**src/rtl/simple_module_seq.sv**
```systemverilog
// Command sequencer: queues (op, A, B) requests and time-shares one simple_module datapath.
// Optional SEQ_OPCOUNT_EN adds a 16-bit response handshake counter (op_count).
module simple_module_seq #(
  parameter int FIFO_DEPTH = 4,
  parameter int LATENCY    = 2,
  parameter int OP_W       = 4
) (
  input  logic            clk,
  input  logic            rst_n,
  input  logic            cmd_valid,
  output logic            cmd_ready,
  input  logic [OP_W-1:0] cmd_op,
  input  logic [7:0]      cmd_a,
  input  logic [7:0]      cmd_b,
  output logic            rsp_valid,
  input  logic            rsp_ready,
  output logic [7:0]      rsp_data,
  output logic [7:0]      dp_a,
  output logic [7:0]      dp_b,
  output logic [7:0]      dp_ctrl,
  input  logic [7:0]      dp_q,
  output logic            busy
`ifdef SEQ_OPCOUNT_EN
  ,
  output logic [15:0]     op_count
`endif
);

  localparam int AW = $clog2(FIFO_DEPTH);
  localparam int CW = AW + 1;
  localparam logic [7:0] CTRL_IDLE = 8'hC0;

  typedef struct packed {
    logic [OP_W-1:0] op;
    logic [7:0]      a;
    logic [7:0]      b;
  } cmd_t;

  typedef enum logic [1:0] {S_IDLE, S_WAIT, S_HOLD} state_t;

  cmd_t            r_mem [FIFO_DEPTH];
  logic [AW-1:0]   r_wptr, r_rptr;
  logic [CW-1:0]   r_cnt;
  state_t          r_state, w_next;
  logic [3:0]      r_lat;
  logic [7:0]      r_dp_a, r_dp_b, r_dp_ctrl, r_rsp_data;
  logic            r_rsp_valid;

  logic            w_full, w_empty, w_push, w_pop, w_issue;
  cmd_t            w_head;

  assign w_full  = (r_cnt == CW'(FIFO_DEPTH));
  assign w_empty = (r_cnt == '0);
  assign w_push  = cmd_valid && !w_full;
  assign w_pop   = (r_state == S_IDLE) && !w_empty;
  assign w_head  = r_mem[r_rptr];
  // NOP entries are popped and dropped without touching the datapath
  assign w_issue = w_pop && (w_head.op != '0);

  always_ff @(posedge clk) begin
    if (w_push) r_mem[r_wptr] <= '{op: cmd_op, a: cmd_a, b: cmd_b};
  end

  always_ff @(posedge clk or negedge rst_n) begin
    if (!rst_n) begin
      r_wptr <= '0;
      r_rptr <= '0;
      r_cnt  <= '0;
    end else begin
      if (w_push) r_wptr <= r_wptr + AW'(1);
      if (w_pop)  r_rptr <= r_rptr + AW'(1);
      case ({w_push, w_pop})
        2'b10:   r_cnt <= r_cnt + CW'(1);
        2'b01:   r_cnt <= r_cnt - CW'(1);
        default: r_cnt <= r_cnt;
      endcase
    end
  end

  always_ff @(posedge clk or negedge rst_n) begin
    if (!rst_n) r_state <= S_IDLE;
    else        r_state <= w_next;
  end

  always_comb begin
    w_next = r_state;
    case (r_state)
      S_IDLE:  if (w_issue)         w_next = S_WAIT;
      S_WAIT:  if (r_lat == 4'd0)   w_next = S_HOLD;
      S_HOLD:  if (rsp_ready)       w_next = S_IDLE;
      default:                      w_next = S_IDLE;
    endcase
  end

  // Datapath drive and response capture; A/B are left at the last op after completion
  always_ff @(posedge clk or negedge rst_n) begin
    if (!rst_n) begin
      r_dp_a      <= '0;
      r_dp_b      <= '0;
      r_dp_ctrl   <= CTRL_IDLE;
      r_lat       <= '0;
      r_rsp_data  <= '0;
      r_rsp_valid <= 1'b0;
    end else begin
      case (r_state)
        S_IDLE: if (w_issue) begin
          r_dp_a    <= w_head.a;
          r_dp_b    <= w_head.b;
          r_dp_ctrl <= CTRL_IDLE | 8'(w_head.op);
          r_lat     <= 4'(LATENCY - 1);
        end
        S_WAIT: if (r_lat == 4'd0) begin
          r_rsp_data  <= dp_q;
          r_rsp_valid <= 1'b1;
          r_dp_ctrl   <= CTRL_IDLE;
        end else begin
          r_lat <= r_lat - 4'd1;
        end
        S_HOLD: if (rsp_ready) r_rsp_valid <= 1'b0;
        default: ;
      endcase
    end
  end

`ifdef SEQ_OPCOUNT_EN
  logic [15:0] r_op_cnt;
  always_ff @(posedge clk or negedge rst_n) begin
    if (!rst_n)                        r_op_cnt <= '0;
    else if (r_rsp_valid && rsp_ready) r_op_cnt <= r_op_cnt + 16'd1;
  end
  assign op_count = r_op_cnt;
`endif

  assign cmd_ready = !w_full;
  assign rsp_valid = r_rsp_valid;
  assign rsp_data  = r_rsp_data;
  assign dp_a      = r_dp_a;
  assign dp_b      = r_dp_b;
  assign dp_ctrl   = r_dp_ctrl;
  assign busy      = (r_state != S_IDLE) || !w_empty;

endmodule

```
**config.mk**
```make
export PLATFORM = sky130hd
export DESIGN_NAME = simple_module_seq
export DESIGN_NICKNAME = d
export VERILOG_FILES = /design/src/rtl/simple_module_seq.sv
export SDC_FILE = /design/constraint.sdc
export NUM_CORES = 1
export LEC_CHECK = 0
export CORE_MARGIN = 8
export CORE_UTILIZATION = 45
export CTS_BUF_LIST = sky130_fd_sc_hd__clkbuf_4
export CTS_CLUSTER_DIAMETER = 50
export DETAILED_ROUTE_END_ITERATION = 12
export DONT_BUFFER_PORTS = 1
export PLACE_DENSITY = 0.64
export SYNTH_ARGS = -nofsm -noshare
export SYNTH_HDL_FRONTEND = slang
export SYNTH_SLANG_ARGS = --single-unit
```
**constraint.sdc**
```tcl
create_clock -name clk -period 5.05 [get_ports clk]
set_clock_uncertainty 0.15 [all_clocks]
set_input_delay 0.7575 -clock clk [delete_from_list [all_inputs] [get_ports clk]]
set_output_delay 0.7575 -clock clk [all_outputs]
set_load 0.02 [all_outputs]
```
==> results.toml, run 1 <==
[global_route]
grt_pass1_wl_um = 12880
overflow = 0
antenna_found_initial = 0
grt_pass1_vias = 2299
grt_max_degree = 43
grt_usage_pct = 12.30

[floorplanning]
initial_core_util_pct = 46.34
dieWidth_um = 119.3
die_h_um = 119.3
ios = 67
dieArea_um2 = 14240
std_cell_rows = 37
core_um2 = 10370

[power_and_ir_drop]
ir_worst_vdd_mv = 0.3981
total_power_mw = 3.477
power_leakage_nw = 1.964
p_per_area_nw_per_um2 = 657.5

[yosys]
avgSynthCellArea_um2 = 18.92
yosysSeqAreaShare_pct = 71.86
synth_cell_type_count = 34
synth_top_area_share_pct = 49.99
post-synth-top-area-cell = "edfxtp_1"
syn_inst = 254
yosysWarnings = 0
synth_area_leaders = "edfxtp_1 50%, dfrtp_1 22%, mux4_2 8.0%"
netlist_area_um2 = 4806
ys_seq_elements = 122

[critical_path]
worst-path-buf-inv = 1
worst_path_largest_cell_delay_ps = 1010
path_class = "flop to flop"
critPathLaunchType = "flop"
cp_top_family = "flip-flops"
crit_slowest_cell = "dfrtp_1"
crit_required_ps = 5290
worstPathCellList = "mux4_1, o41a_1, buf_4, mux2_4"
critPathMaxFanout = 21
cp-end-kind = "flop"
cp.arrival_ps = 3240

[timing]
period_minus_slack_ps = 2994
setup_viol = 0
rsz0062_at_grt = "false"
fin_hold_ws_ps = 185.1
final_max_slew_viol_count = 0
fmax_ghz = 0.3341
timing.final.ws_setup_ps = 2056
tightest_slew_ps = 1102
slew_headroom_pct = 26.51
final_hold_viol_count = 0
fin_crit_sh_pct = 59.28
finalSetupTns_ps = 0

[clock_network]
cts_tree = "yes"
clk_path_buf_depth = 2
cts_setup_buffers = 0
cts_buffers = 17
clock_insertion_delay_worst_skew_ps = 500
clk_pin_slew_ps = 120
cts.sinks = 122
clockRootBuffer = "clkbuf_4"
htreeDepth = 4

[cells_and_area]
nets = 309
stdcell_count = 418
syn_to_final_growth_pct = 10.02
final_util_pct = 50.99
fillCellCount = 837
antenna_cells = 0
drive_gt1_share_pct = 29.08
postLayoutCellArea_um2 = 5288

[place]
routabilityCongestion = 0.6910
hpwlAfterDp_um = 5125
placed_cell_area_um2 = 4917
placed_cells = 384
io_buffer_count = 0
pre_cts_ws_ps = 2006

[worst_hold_path]
hold_class = "input port to flop"

[drt]
via_per_inst = 5.160
drc_errors = 0
drtIter0Drc = 100
antenna_left = 0
vias = 2157
wl_per_cell_um = 19.74
drt-pass1-iter-count = 4
wirelength_um = 8250

[run_status]
status = "finished clean"

[flow_run]
maxCapViolations = 0
-- layout make-up --
cell class	count	area [µm²]	area share [%]
Clock buffer	18	135.1	2.556
Clock inverter	14	197.7	3.739
Multi-Input combinational cell	113	1226	23.19
Tap cell	136	170.2	3.218
Timing Repair Buffer	7	75.07	1.420
Sequential cell	122	3453	65.31
Inverter	8	30.03	0.5679
-- state kept, by name (all words and copies together), names as in the netlist --
| name | flops |
|---|---|
| r_mem | 80 |
| dp_a | 8 |
| dp_b | 8 |
| rsp_data | 8 |
| dp_ctrl | 4 |
| r_lat | 4 |
| r_cnt | 3 |
| r_rptr | 2 |
| r_state | 2 |
| r_wptr | 2 |
| rsp_valid | 1 |
-- repair_timing --
item | in CTS | in global routing
hold buffers | 2 | 0
hold endpoints to repair | 42 | 0
gates resized for setup | 0 | 0
-- layer usage --
metal	part of all wire, %	vias up	track usage [%]
li1	-	981	-
met1	42	1099	14.01
met2	46	66	18.16
met3	10	11	7.085
met4	1.4	0	6.323
met5	0	-	0
-- worst reg2reg max path, delay by kind of cell (launching register included) --
family / cells / cell delay [ps]
AO/OA/AOI/OAI: 1 / 650
buffers and inverters: 1 / 320
flip-flops: 1 / 1010
multiplexers: 2 / 770
-- cells in the final DEF (no fill, tap or decap), drive strengths merged, types with 5 or more instances in the layout --
master / netlist / routed
mux2: 25 / 25
dfrtp: 42 / 42
buf: 10 / 6
inv: 8 / 9
ha: 7 / 7
clkbuf: 3 / 18
edfxtp: 80 / 80
nor2: 7 / 7
nand2: 14 / 14
xor2: 5 / 5
mux4: 20 / 20
clkinvlp: 0 / 5
o21ai: 5 / 5
-- kinds of logic (layout without fill, tap and decap cells) --
group           after synthesis  after routing  share of synthesized area (%)
mux                          46             46                          16.53
fa+ha+maj                     8              8                          2.239
simple gates                 38             38                          3.827
xor+xnor                      8              8                          1.458
compound gates                9              9                          1.145
buf+inv                      21             47                          2.786
flops                       122            122                          71.86
other cells                   2              4                         0.1563
-- power breakdown --
part	internal, mW	switching [mW]
sequential	1.39	0.367
clock	0.400	0.367
combinational	0.524	0.432
total	2.31	1.17
-- path summary, 6_finish.rpt --
path / start / end / slack [ps] / depth (start not counted)
worst max register to register: r_rptr[1] / dp_a[4] / 2060 / 4
worst min-delay path: cmd_a[1] / r_mem[3][9] / 190 / 0
worst max-delay path: r_rptr[1] / dp_a[4] / 2060 / 4
max in group asynchronous: rst_n / rsp_data[7] / 3910 / 2
min in group asynchronous: rst_n / dp_a[1] / 640 / 2
worst min register to register: r_cnt[0] / r_cnt[0] / 370 / 1
-- Yosys cell counts (all sizes together) --
library cell / count
or3b: 1
clkbuf: 3
conb: 2
o21a: 1
xnor2: 3
nor2b: 1
mux2: 25
o21ai: 5
o41a: 1
buf: 10
nand3: 4
fa: 1
a21oi: 1
inv: 8
nor3: 3
ha: 7
nor2: 7
mux4: 20
o22ai: 1
nand2b: 3
dfrtp: 42
nand2: 14
xor2: 5
and2: 1
and3: 4
mux2i: 1
edfxtp: 80
Power figures use the tool's default switching activity.
==> run 2: changes to the inputs <==
Settings changed: PLACE_DENSITY 0.64 to 0.66.
Clock period 5.05 ns to 2.46 ns, I/O delays scaled along.
==> run 2 against run 1 <==
Net effect: final cell count is 8.6% higher; global-route usage rose by 0.52 points; sequential cell count is the same; combinational power grew 130%; wire length rose by 3.7%; critical path depth unchanged; total power is 110% higher; register-to-register slack worse by 2000 ps; critical endpoint is now dp_a[5]; largest power group unchanged.
==> results.toml, run 2 (synthesized netlist as in run 1, its figures left out) <==
[timing]
slew_headroom_pct = 63.72
rsz0062_at_grt = "false"
period_minus_slack_ps = 2381
fin_hold_ws_ps = 240.9
final_hold_viol_count = 0
tightest_slew_ps = 544.2
final_max_slew_viol_count = 0
finalSetupTns_ps = 0
timing.final.ws_setup_ps = 78.98
setup_viol = 0
fin_crit_sh_pct = 96.79
fmax_ghz = 0.4200

[critical_path]
cp-end-kind = "flop"
crit_required_ps = 2690
critPathLaunchType = "flop"
worst-path-buf-inv = 1
worst_path_largest_cell_delay_ps = 620
cp.arrival_ps = 2620
crit_slowest_cell = "mux4_1"
worstPathCellList = "mux4_1, o41a_1, buf_4, mux2_4"
path_class = "flop to flop"
cp_top_family = "multiplexers"
critPathMaxFanout = 9

[global_route]
grt_pass1_wl_um = 13840
grt_usage_pct = 12.83
grt_max_degree = 43
antenna_found_initial = 0
overflow = 0
grt_pass1_vias = 2488

[floorplanning]
initial_core_util_pct = 46.34
dieWidth_um = 119.3
dieArea_um2 = 14240
core_um2 = 10370
std_cell_rows = 37
die_h_um = 119.3
ios = 67

[clock_network]
cts_buffers = 17
holdBufCountCts = 32
clockRootBuffer = "clkbuf_4"
clk_pin_slew_ps = 110
cts_setup_buffers = 0
clock_insertion_delay_worst_skew_ps = 500
cts_resized = 0
cts_tree = "yes"
htreeDepth = 4
cts.sinks = 122
clk_path_buf_depth = 2

[cells_and_area]
mostFrequentLayoutCells = "80 x edfxtp_1, 42 x dfrtp_1, 31 x dlygate4sd3_1, 18 x clkbuf_4, 17 x mux4_2"
regMostFlops = "r_mem"
nets = 345
largest_reg_flops = 80
syn_to_final_growth_pct = 17.60
drive_gt1_share_pct = 27.36
antenna_cells = 0
stdcell_count = 454
layout_commonest_cell = "edfxtp_1"

[place]
io_buffer_count = 0
routabilityCongestion = 0.6869
pre_cts_ws_ps = 76.35
hpwlAfterDp_um = 5407
placed_cells = 390

[drt]
drc_errors = 0
antenna_left = 0
drtIter0Drc = 98
via_per_inst = 5.141
wirelength_um = 8554
drt-pass1-iter-count = 4
wl_per_cell_um = 18.84
vias = 2334

[power_and_ir_drop]
p_per_area_nw_per_um2 = 1306
total_power_mw = 7.381
power_leakage_nw = 2.135
ir_worst_vdd_mv = 0.8517
p_comb_share_pct = 29.5
cell_internal_pwr_mw = 4.938
net-switching-power_mw = 2.443
seq_power_share_pct = 47.7
power.share.switching_pct = 33.10
clkPwrFrac_pct = 22.8

[flow_run]
maxCapViolations = 0

[worst_hold_path]
hold_class = "input port to asynchronous set/reset pin"

[run_status]
status = "finished clean"
## run 2: metrics by stage
step,utilization (%),instance area [µm²]
after global routing,54.50,5652
final,54.50,5652
after global placement,47.85,4962
after detailed placement,47.85,4962
after CTS,54.50,5652
after floorplan,-,4813
## run 2: power by group through the flow
stage	sequential (mW)	clock, mW	combinational (mW)
after global routing	3.60	1.81	2.42
after floorplan	3.42	0	1.83
final	3.52	1.68	2.18
after CTS	3.54	1.73	2.23
after detailed placement	3.58	0	2.16
after global placement	3.57	0	2.09
## run 2: worst reg2reg max path, cell delays in order (launching register included)
cell     delay (ps)
dfrtp_1         530
mux4_1          630
o41a_1          450
buf_4           210
mux2_4          310
## run 2: area by class of cell
| cell class | count | area (µm²) |
|---|---|---|
| Inverter | 8 | 30.03 |
| Clock inverter | 14 | 216.5 |
| Tap cell | 136 | 170.2 |
| Multi-Input combinational cell | 113 | 1226 |
| Clock buffer | 18 | 135.1 |
| Sequential cell | 122 | 3453 |
| Fill cell | 824 | 4718 |
| Timing Repair Buffer | 43 | 420.4 |
## run 2: worst paths after layout
path / start / endpoint / slack, ps / cells past startpoint
max: r_rptr[0] / dp_a[5] / 80 / 4
min: rst_n / rsp_valid / 240 / 2
max reg2reg: r_rptr[0] / dp_a[5] / 80 / 4
min reg2reg: r_cnt[0] / r_cnt[0] / 350 / 1
max in group asynchronous: rst_n / dp_a[5] / 1700 / 2
min in group clk: cmd_valid / r_mem[3][14] / 260 / 2
## run 2: routing by layer
layer | share of wire [%] | up-vias | global-route usage (%) | wire (µm)
met5 | 0 | - | 0 | 0
met4 | 1.3 | 0 | 4.450 | 108
met3 | 9.3 | 10 | 6.802 | 799
met2 | 47 | 72 | 19.74 | 4054
met1 | 42 | 1191 | 15.12 | 3591
li1 | - | 1061 | - | -
==> run 3: changes to the inputs <==
Settings changed: GPL_TIMING_DRIVEN set to 0, PLACE_DENSITY 0.66 to unset, PLACE_DENSITY_LB_ADDON set to 0.25.
==> run 3 against run 2 <==
Net effect: worst setup slack better by 32 ps; global-route usage is 0.36 points lower; critical endpoint is now dp_a[0]; via count is 1.7% lower; sequential share of layout area is 0.87 points higher; largest power group unchanged; wire length is 3.2% lower.
==> results.toml, run 3 (synthesized netlist as in run 1, its figures left out) <==
[clock_network]
cts_tree = "yes"
clockRootBuffer = "clkbuf_4"
cts.sinks = 122
clk_path_buf_depth = 2
cts_setup_buffers = 0
cts_buffers = 17
clock_insertion_delay_worst_skew_ps = 490
clk_pin_slew_ps = 110
htreeDepth = 4

[timing]
fin_hold_ws_ps = 214.7
finalSetupTns_ps = 0
fin_crit_sh_pct = 95.50
rsz0062_at_grt = "false"
setup_viol = 0
tightest_slew_ps = 1095
period_minus_slack_ps = 2349
fmax_ghz = 0.4257
final_max_slew_viol_count = 0
final_hold_viol_count = 0
slew_headroom_pct = 27.00

[critical_path]
startpoint = "r_rptr[0]"
path_class = "flop to flop"
critPathMaxFanout = 10
cp.arrival_ps = 2590
rr_startpoint = "r_rptr[0]"
rrSetupSlack_ps = 110
cp-end-kind = "flop"
critPathLaunchType = "flop"
crit_required_ps = 2700

[power_and_ir_drop]
p_per_area_nw_per_um2 = 1240
ir_worst_vdd_mv = 0.5835
power_leakage_nw = 2.088

[drt]
drc_errors = 0
antenna_left = 0
drtIter0Drc = 132
routed-wl-met3_um = 759
drt-pass1-iter-count = 4
met1_length_um = 3396
wirelength_um = 8281
wl_met2_um = 4010
wl_per_cell_um = 18.16
via_per_inst = 5.033
highest_layer = "met4"
vias = 2295

[flow_run]
maxCapViolations = 0

[cells_and_area]
syn_to_final_growth_pct = 15.99
fillCellCount = 822
seqCellArea_um2 = 3455
largest_reg_flops = 80
final_util_pct = 53.75
layout_commonest_cell = "edfxtp_1"
drive_gt1_share_pct = 27.50
regMostFlops = "r_mem"
multiInputGateArea_um2 = 1245
antenna_cells = 0
nets = 347
mostFrequentLayoutCells = "80 x edfxtp_1, 41 x dfrtp_1, 31 x dlygate4sd3_1, 17 x mux4_2, 17 x clkbuf_4"

[floorplanning]
std_cell_rows = 37
ios = 67
dieWidth_um = 119.3
core_um2 = 10370
dieArea_um2 = 14240
initial_core_util_pct = 46.34
die_h_um = 119.3

[global_route]
grt_max_degree = 43
antenna_found_initial = 0
grt_pass1_wl_um = 13310
grt_pass1_vias = 2405
grt_usage_pct = 12.47
overflow = 0

[worst_hold_path]
hold_class = "input port to asynchronous set/reset pin"

[place]
routabilityCongestion = 0.6562
hpwlAfterDp_um = 5157
io_buffer_count = 0

[run_status]
status = "finished clean"
run 3: metal layers:
metal | GRT usage [%] | up-vias
li1 | - | 1070
met1 | 14.90 | 1145
met2 | 18.69 | 70
met3 | 5.905 | 10
met4 | 6.089 | 0
met5 | 0 | -
run 3: critical path: stages (launching register included):
cell and delay [ps]:
dfrtp_2 430, buf_6 200, mux4_2 530, o41a_1 330, buf_6 160, buf_12 150
mux2_4 290
run 3: worst paths after layout:
kind,to,depth (start not counted)
worst max-delay path,dp_a[0],6
worst min-delay path,rsp_data[0],2
worst max register to register,dp_a[0],6
worst min register to register,r_cnt[0],1
max in group asynchronous,r_rptr[0],2
min in group clk,r_cnt[0],1
run 3: final cells by class:
| cell class | count | share of cell area (%) |
|---|---|---|
| Buffer | 13 | 1.908 |
| Tap cell | 136 | 3.053 |
| Multi-Input combinational cell | 113 | 22.33 |
| Clock inverter | 15 | 1.841 |
| Sequential cell | 122 | 61.98 |
| Timing Repair Buffer | 32 | 6.061 |
| Inverter | 8 | 0.5387 |
| Clock buffer | 17 | 2.290 |
run 3: where the power goes:
group | switching [mW] | internal [mW]
Clock | 0.763 | 0.397
Sequential | 0.650 | 2.85
Combinational | 1.04 | 1.21
Total | 2.46 | 4.46
run 3: timing repair:
| action | in CTS | in global routing |
|---|---|---|
| cloned | 0 | 0 |
| resized for setup | 2 | 6 |
| endpoints found under the hold margin | 133 | 0 |
| hold buffers | 32 | 0 |
| setup endpoints to repair | 23 | 12 |
run 3: through the flow:
stage               cell area, µm²  total power [mW]  worst slack (ps)  instances
finish                        5574             6.914             110.8        456
global route                  5574             7.382             14.20        456
CTS                           5558             7.017             30.28        456
detailed placement            4984             5.777            -174.9        392
global placement              4984             5.693            -160.8        392
floorplan                     4813             5.251             198.4        256
